### src/rtl/fifo_event_deframer.sv
// fifo_event_deframer
//   Read-side deframer for the 16-bit tube-event stream held in the dual-clock
//   event FIFO. Pops words under its own flow control, parses frames of
//   WORDS_PER_EVENT tube words plus a terminator, checks each tag against the
//   fixed tube order, and emits one decoded hit per tube word on a
//   valid/ready handshake. It also reports per-frame status and running counters.
//
//   Build option: define FIFO_DEFRAME_ZERO_SUPPRESS_EN to drop hits whose
//   time field is zero. These words are still tag-checked and counted.
//
// Ports
//   RD_CLK       FIFO read clock. All logic runs on its rising edge.
//   CLR_N        synchronous active-low clear
//   FIFO_DOUT    FIFO read data: [15:8] hit time, [7:0] tube tag
//   FIFO_EMPTY   FIFO empty flag
//   FIFO_VALID   FIFO_DOUT valid, one cycle after an accepted FIFO_RD_EN
//   FIFO_RD_EN   pop request (registered)
//   HIT_VALID    decoded hit available
//   HIT_READY    downstream accepts the hit
//   HIT_CHAMBER  0 = chamber 3, 1 = chamber 4
//   HIT_LAYER    0 = layer A, 1 = layer B
//   HIT_INDEX    tube index 0..7
//   HIT_TIME     time field of the tube word
//   EVT_DONE     one-cycle pulse when a frame ends (terminator or abort)
//   EVT_ERR      status of the last finished frame (1 = bad)
//   EVT_COUNT    good frames, wraps
//   ERR_COUNT    bad frames, saturates at 255
module fifo_event_deframer #(
  parameter int unsigned WORDS_PER_EVENT = 32,
  parameter logic [15:0] TERM_WORD       = 16'hFFFF,
  parameter int unsigned CNT_W           = 16
) (
  input  logic             RD_CLK,
  input  logic             CLR_N,
  input  logic [15:0]      FIFO_DOUT,
  input  logic             FIFO_EMPTY,
  input  logic             FIFO_VALID,
  output logic             FIFO_RD_EN,
  output logic             HIT_VALID,
  input  logic             HIT_READY,
  output logic             HIT_CHAMBER,
  output logic             HIT_LAYER,
  output logic [2:0]       HIT_INDEX,
  output logic [7:0]       HIT_TIME,
  output logic             EVT_DONE,
  output logic             EVT_ERR,
  output logic [CNT_W-1:0] EVT_COUNT,
  output logic [7:0]       ERR_COUNT
);

  localparam int unsigned K_W = $clog2(WORDS_PER_EVENT + 1);

  typedef enum logic [1:0] {S_HUNT, S_DATA, S_TERM, S_DROP} state_t;

  // Tube order: chamber selects the upper tag bits, and the index bits are
  // stored reversed in the tag.
  function automatic logic [7:0] exp_tag(input logic [4:0] k);
    return {(k[4] ? 3'b001 : 3'b110), 1'b0, k[3], k[0], k[1], k[2]};
  endfunction

  // Input buffer and read tracking
  logic [15:0]      r_buf [2];
  logic             r_wptr;
  logic             r_rptr;
  logic [1:0]       r_occ;
  logic             r_infl;
  logic             r_rd_en;

  // FSM and outputs
  state_t           r_state;
  state_t           w_state_n;
  logic [K_W-1:0]   r_k;
  logic [K_W-1:0]   w_k_n;
  logic [K_W-1:0]   w_k_inc;
  logic             r_hit_valid;
  logic             r_hit_chamber;
  logic             r_hit_layer;
  logic [2:0]       r_hit_index;
  logic [7:0]       r_hit_time;
  logic             r_evt_done;
  logic             r_evt_err;
  logic [CNT_W-1:0] r_evt_count;
  logic [7:0]       r_err_count;

  logic             w_in_valid;
  logic             w_from_buf;
  logic             w_head_valid;
  logic [15:0]      w_head;
  logic             w_is_term;
  logic             w_tag_ok;
  logic             w_out_free;
  logic             w_suppress;
  logic             w_good;
  logic             w_consume;
  logic             w_hit_load;
  logic             w_done;
  logic             w_err;
  logic             w_buf_wr;
  logic             w_buf_rd;
  logic [1:0]       w_occ_n;
  logic             w_infl_n;
  logic [1:0]       w_fill;

  // Data returned for a read issued before a clear finds r_infl low and is dropped.
  assign w_in_valid   = FIFO_VALID && r_infl;
  assign w_from_buf   = (r_occ != 2'd0);
  assign w_head_valid = w_from_buf || w_in_valid;
  // When the buffer is empty the arriving word is consumed directly, so
  // FIFO_VALID reaches HIT_VALID in one cycle.
  assign w_head       = w_from_buf ? r_buf[r_rptr] : FIFO_DOUT;
  assign w_is_term    = (w_head == TERM_WORD);
  assign w_tag_ok     = (w_head[7:0] == exp_tag(r_k[4:0]));
  assign w_out_free   = !r_hit_valid || HIT_READY;
  assign w_k_inc      = r_k + K_W'(1);

`ifdef FIFO_DEFRAME_ZERO_SUPPRESS_EN
  assign w_suppress = (w_head[15:8] == 8'd0);
`else
  assign w_suppress = 1'b0;
`endif

  // The hit register acts as a third slot after the two-entry buffer. The
  // buffer can then stay at or below one word while the pop loop runs at
  // full rate, and a long downstream stall still cannot overflow it.
  assign w_buf_wr = w_in_valid && !(!w_from_buf && w_consume);
  assign w_buf_rd = w_from_buf && w_consume;
  assign w_occ_n  = r_occ + {1'b0, w_buf_wr} - {1'b0, w_buf_rd};
  assign w_infl_n = r_rd_en && !FIFO_EMPTY;
  assign w_fill   = w_occ_n + {1'b0, w_infl_n};

  always_ff @(posedge RD_CLK) begin
    if (!CLR_N) begin
      r_buf   <= '{default: '0};
      r_wptr  <= 1'b0;
      r_rptr  <= 1'b0;
      r_occ   <= '0;
      r_infl  <= 1'b0;
      r_rd_en <= 1'b0;
    end else begin
      if (w_buf_wr) begin
        r_buf[r_wptr] <= FIFO_DOUT;
        r_wptr        <= ~r_wptr;
      end
      if (w_buf_rd) begin
        r_rptr <= ~r_rptr;
      end
      r_occ   <= w_occ_n;
      r_infl  <= w_infl_n;
      r_rd_en <= !FIFO_EMPTY && (w_fill < 2'd2);
    end
  end

  always_comb begin
    w_state_n  = r_state;
    w_k_n      = r_k;
    w_consume  = 1'b0;
    w_hit_load = 1'b0;
    w_done     = 1'b0;
    w_err      = 1'b0;
    w_good     = 1'b0;
    if (w_head_valid) begin
      unique case (r_state)
        S_HUNT: begin
          // r_k is always zero here, so w_tag_ok compares against word 0.
          if (!w_is_term && w_tag_ok) begin
            w_good = 1'b1;
          end else begin
            w_consume = 1'b1;
          end
        end
        S_DATA: begin
          if (w_is_term) begin
            w_consume = 1'b1;
            w_done    = 1'b1;
            w_err     = 1'b1;
            w_k_n     = '0;
            w_state_n = S_HUNT;
          end else if (!w_tag_ok) begin
            w_consume = 1'b1;
            w_done    = 1'b1;
            w_err     = 1'b1;
            w_k_n     = '0;
            w_state_n = S_DROP;
          end else begin
            w_good = 1'b1;
          end
        end
        S_TERM: begin
          w_consume = 1'b1;
          w_done    = 1'b1;
          w_k_n     = '0;
          if (w_is_term) begin
            w_state_n = S_HUNT;
          end else begin
            w_err     = 1'b1;
            w_state_n = S_DROP;
          end
        end
        S_DROP: begin
          w_consume = 1'b1;
          if (w_is_term) begin
            w_state_n = S_HUNT;
          end
        end
        default: begin
          w_state_n = S_HUNT;
        end
      endcase
      // A suppressed word needs no output slot, so it never waits for one.
      if (w_good && (w_suppress || w_out_free)) begin
        w_consume  = 1'b1;
        w_hit_load = !w_suppress;
        w_k_n      = w_k_inc;
        w_state_n  = (w_k_inc == K_W'(WORDS_PER_EVENT)) ? S_TERM : S_DATA;
      end
    end
  end

  always_ff @(posedge RD_CLK) begin
    if (!CLR_N) begin
      r_state       <= S_HUNT;
      r_k           <= '0;
      r_hit_valid   <= 1'b0;
      r_hit_chamber <= 1'b0;
      r_hit_layer   <= 1'b0;
      r_hit_index   <= '0;
      r_hit_time    <= '0;
      r_evt_done    <= 1'b0;
      r_evt_err     <= 1'b0;
      r_evt_count   <= '0;
      r_err_count   <= '0;
    end else begin
      r_state <= w_state_n;
      r_k     <= w_k_n;
      if (w_hit_load) begin
        r_hit_valid   <= 1'b1;
        r_hit_chamber <= r_k[4];
        r_hit_layer   <= r_k[3];
        r_hit_index   <= r_k[2:0];
        r_hit_time    <= w_head[15:8];
      end else if (HIT_READY) begin
        r_hit_valid <= 1'b0;
      end
      r_evt_done <= w_done;
      if (w_done) begin
        r_evt_err <= w_err;
      end
      if (w_done && !w_err) begin
        r_evt_count <= r_evt_count + CNT_W'(1);
      end
      if (w_done && w_err && (r_err_count != 8'hFF)) begin
        r_err_count <= r_err_count + 8'd1;
      end
    end
  end

  assign FIFO_RD_EN  = r_rd_en;
  assign HIT_VALID   = r_hit_valid;
  assign HIT_CHAMBER = r_hit_chamber;
  assign HIT_LAYER   = r_hit_layer;
  assign HIT_INDEX   = r_hit_index;
  assign HIT_TIME    = r_hit_time;
  assign EVT_DONE    = r_evt_done;
  assign EVT_ERR     = r_evt_err;
  assign EVT_COUNT   = r_evt_count;
  assign ERR_COUNT   = r_err_count;

endmodule

### config.mk
export PLATFORM = sky130hd
export DESIGN_NAME = fifo_event_deframer
export DESIGN_NICKNAME = d
export VERILOG_FILES = /design/src/rtl/fifo_event_deframer.sv
export SDC_FILE = /design/constraint.sdc
export NUM_CORES = 1
export LEC_CHECK = 0
export BUFFER_PORTS_ARGS = -buffer_cell sky130_fd_sc_hd__clkbuf_2
export CORE_UTILIZATION = 40
export DETAILED_ROUTE_END_ITERATION = 16
export PLACE_DENSITY = 0.57
export SLEW_MARGIN = 20
export SYNTH_ARGS = -nofsm -noshare
export SYNTH_HDL_FRONTEND = slang
export SYNTH_SLANG_ARGS = --single-unit
### constraint.sdc
create_clock -name RD_CLK -period 7.1 [get_ports RD_CLK]
set_input_delay 1.42 -clock RD_CLK [delete_from_list [all_inputs] [get_ports RD_CLK]]
set_output_delay 1.42 -clock RD_CLK [all_outputs]
set_load 0.02 [all_outputs]
==> results.sh <==
export IMPL_timing_hold_violations_final=0
export IMPL_grt_overflow=0
export IMPL_cp_start_kind="input port"
export IMPL_netlist_area_um2=4496
export IMPL_grt_first_pass_wirelength_um=17080
export IMPL_fin_tns_setup_ns=0
export IMPL_clock_path_buffers=2
export IMPL_ys_flop_type="sky130_fd_sc_hd__dfxtp_1"
export IMPL_area_growth_synth_to_final_pct=12.41
export IMPL_maximum_number_of_pins_on_one_net_before_global_route_repair=71
export IMPL_synth_edf_count=0
export IMPL_postCtsSetupRepairBufs=0
export IMPL_result_of_the_run="finished clean"
export IMPL_cts_hold_repair_buffers=0
export IMPL_worstSetupPathType="in -> reg"
export IMPL_die_width_um=108.0
export IMPL_route_detailed_vias_per_inst=5.301
export IMPL_crit_path_cell_trace="clkbuf_2 > or3b_2 > o211ai_1 > o211ai_1 > or4_4 > a21oi_4 > nor2_1 > ha_1 > inv_1 > ha_1 > xor2_1 > xnor2_1 > xor2_1 > nor3_1"
export IMPL_finalClockSkew_ns=0.009065
export IMPL_maxCapViolCount=0
export IMPL_avgSynthCellArea_um2=9.045
export IMPL_timing_max_slew_rel_slack_pct=40.76
export IMPL_total_power_draw_mw=1.171
export IMPL_power_density_nw_per_um2=231.6
export IMPL_setup_violations=0
export IMPL_worst_ep_required_time_ns=7.35
export IMPL_drive_above_1_share_pct=20.11
export IMPL_gp_congestion=0.7941
export IMPL_synthDistinctLibCells=60
export IMPL_report_final_slew_viol_count=0
export IMPL_static_leakage_power_nw=2.015
export IMPL_fin_crit_ns=4.053
export IMPL_worstPathMaxFanout=5
export IMPL_via_count=3668
export IMPL_ys_warnings_count=0
export IMPL_tritoncts="built"
export IMPL_floorplan_die_height_um=108.0
export IMPL_place_port_buffers=61
export IMPL_seq_total_area_yosys_pct=38.30
export IMPL_crit_path_max_incr_delay_ns=0.62
export IMPL_dp_hpwl_um=7377
export IMPL_ios=62
export IMPL_core_area_um2=10890
export IMPL_vdd_ir_drop_worst_uv=101.8
export IMPL_worstHoldPathType="reg -> reg"
export IMPL_tightestPinTransition_ns=0.8886
export IMPL_path_clk_slew_ns=0.08
export IMPL_dr_pass1_iters=4
export IMPL_via_count_of_the_first_global_routing_pass=3515
export IMPL_wl_um=10440
export IMPL_clock_root_buffer="sky130_fd_sc_hd__clkbuf_8"
export IMPL_grt_setup_unrepaired="false"
export IMPL_antenna_cells=0
export IMPL_synth_instances=497
export IMPL_cts_sink_count=86
export IMPL_area_of_the_die_um2=11670
export IMPL_cts_inserted_buffers=9
export IMPL_clkLatencyLatePin_ns=0.37
export IMPL_sort_of_element_at_the_end_of_the_critical_path="flop"
export IMPL_detail_route_antenna_nets=0
export IMPL_detail_route_iter0_violations=196
export IMPL_critical_path_slowest_cell="sky130_fd_sc_hd__or4_4"
export IMPL_final_nets=577
export IMPL_ys_ff_latch=86
export IMPL_asyncSetResetFlopFracSynth_pct=0
export IMPL_floorplan_initialDensity_pct=41.29
export IMPL_globalRouteTotalUtil_pct=19.07
export IMPL_htree_levels=3
export IMPL_syn_nets=527
export IMPL_row_count=38
export IMPL_fmax_ghz=0.2467
export IMPL_crit_arrival_ns=4.30
export IMPL_routedWlPerCell_um=15.09
export IMPL_grt_antenna_before_repair=0
export IMPL_postCtsResizedCells=0
export IMPL_drcViolationCount=0
export IMPL_finalCritPeriodShare_pct=57.08
==> synth_stat cells, drive strengths merged, types with 3 or more instances <==
cell type,number,area share [%]
nor3,11,1.2
nand4,5,0.70
xor2,6,1.2
clkbuf,15,1.3
o211ai,6,1.0
inv,18,1.5
nor4,5,1.2
o21ai,10,1.1
a21oi,14,1.8
dfxtp,86,38
nor3b,3,0.50
and3,4,0.56
mux2,17,4.3
mux2i,61,14
o41ai,6,1.2
a211o,4,0.78
or3b,3,0.58
o311ai,4,0.78
buf,12,2.3
nor2,44,3.7
or4,7,1.4
o21bai,3,0.50
nand2,69,5.8
a311oi,4,0.78
ha,9,2.5
nand3,15,1.7
nand2b,9,1.3
and2,4,0.56
or3,5,0.70
o21a,6,1.0
xnor2,8,1.6
==> worst paths after layout <==
path	endpoint	slack, ns	startpoint	depth (start not counted)
max	FIFO_RD_EN	3.05	FIFO_DOUT[1]	14
min	r_buf[24]	0.46	r_buf[24]	2
max reg2reg	FIFO_RD_EN	3.08	r_occ[1]	13
min reg2reg	r_buf[24]	0.46	r_buf[24]	2
==> cells by family (layout without fill, tap and decap cells) <==
family	count (synthesis)	after routing	synth area share, %
simple gates	192	192	21.21
flops	86	86	38.30
mux	78	78	17.84
compound gates	72	72	12.27
buf+inv	46	101	5.148
xor+xnor	14	14	2.728
fa+ha+maj	9	9	2.505
==> critical path: cells and delay by family <==
family / cells / cell delay (ns)
AO/OA/AOI/OAI: 3 / 0.53
AND/OR/NAND/NOR: 4 / 1.20
XOR/XNOR: 3 / 0.54
buffers and inverters: 2 / 0.14
adder cells (fa/ha/maj): 2 / 0.48
==> cell type report <==
| type | count | area (um^2) |
|---|---|---|
| fillers | 1088 | 5834 |
| multi-input cells | 365 | 2542 |
| flip-flops and latches | 86 | 1722 |
| repair buffers | 66 | 342.8 |
| well taps | 140 | 175.2 |
| clock buffers | 12 | 155.1 |
| inverters | 19 | 71.32 |
| clock inverters | 4 | 45.04 |
==> sequential cells by signal (all words and copies together) (netlist names), 2 cells and up <==
| signal | flops |
|---|---|
| r_buf | 32 |
| EVT_COUNT | 16 |
| ERR_COUNT | 8 |
| HIT_TIME | 8 |
| r_k | 6 |
| HIT_INDEX | 3 |
| r_occ | 2 |
| r_state | 2 |
==> cells in the final DEF (no fill, tap or decap), drive strengths merged, types with 2 or more instances in the layout <==
master  instances
or3b            3
inv            18
o221a           2
ha              9
nand2          69
xnor2           8
o21ai          10
or2             2
nand2b          9
and4            2
nor2           44
mux2           17
o21a            6
o211ai          6
nor3           11
mux2i          61
xor2            6
o311ai          4
or3             5
or4             7
a41oi           2
nand3          15
dfxtp          86
nand4           5
clkinv          4
nand4b          2
a311oi          4
nor3b           3
o41ai           6
buf             5
clkbuf         73
a211oi          2
and2            4
a21oi          14
o21bai          3
a21o            2
nor4            5
a211o           4
and3            4
==> stage by stage <==
stage	cell area, um^2	util [%]	hold slack (ns)	setup WS, ns	std cells
after floorplan	4496	-	0.4322	2.991	497
after global placement	4853	44.58	0.4398	2.741	676
after detailed placement	4853	44.58	0.4508	2.675	676
after CTS	5054	46.41	0.4625	3.064	692
after global routing	5054	46.41	0.4778	2.861	692
final	5054	46.41	0.4585	3.047	692
==> per-layer routing <==
layer | track usage [%] | vias up | wire length [um]
met3 | 4.882 | 18 | 583
li1 | - | 1861 | -
met4 | 9.589 | 0 | 218
met1 | 23.72 | 1705 | 4935
met2 | 30.44 | 84 | 4703
met5 | 0 | - | 0
==> where the power goes <==
part | switching, mW | internal (mW)
Combinational | 0.179 | 0.118
Clock | 0.175 | 0.180
Sequential | 0.0217 | 0.497
(Power assumes the default switching activity.)
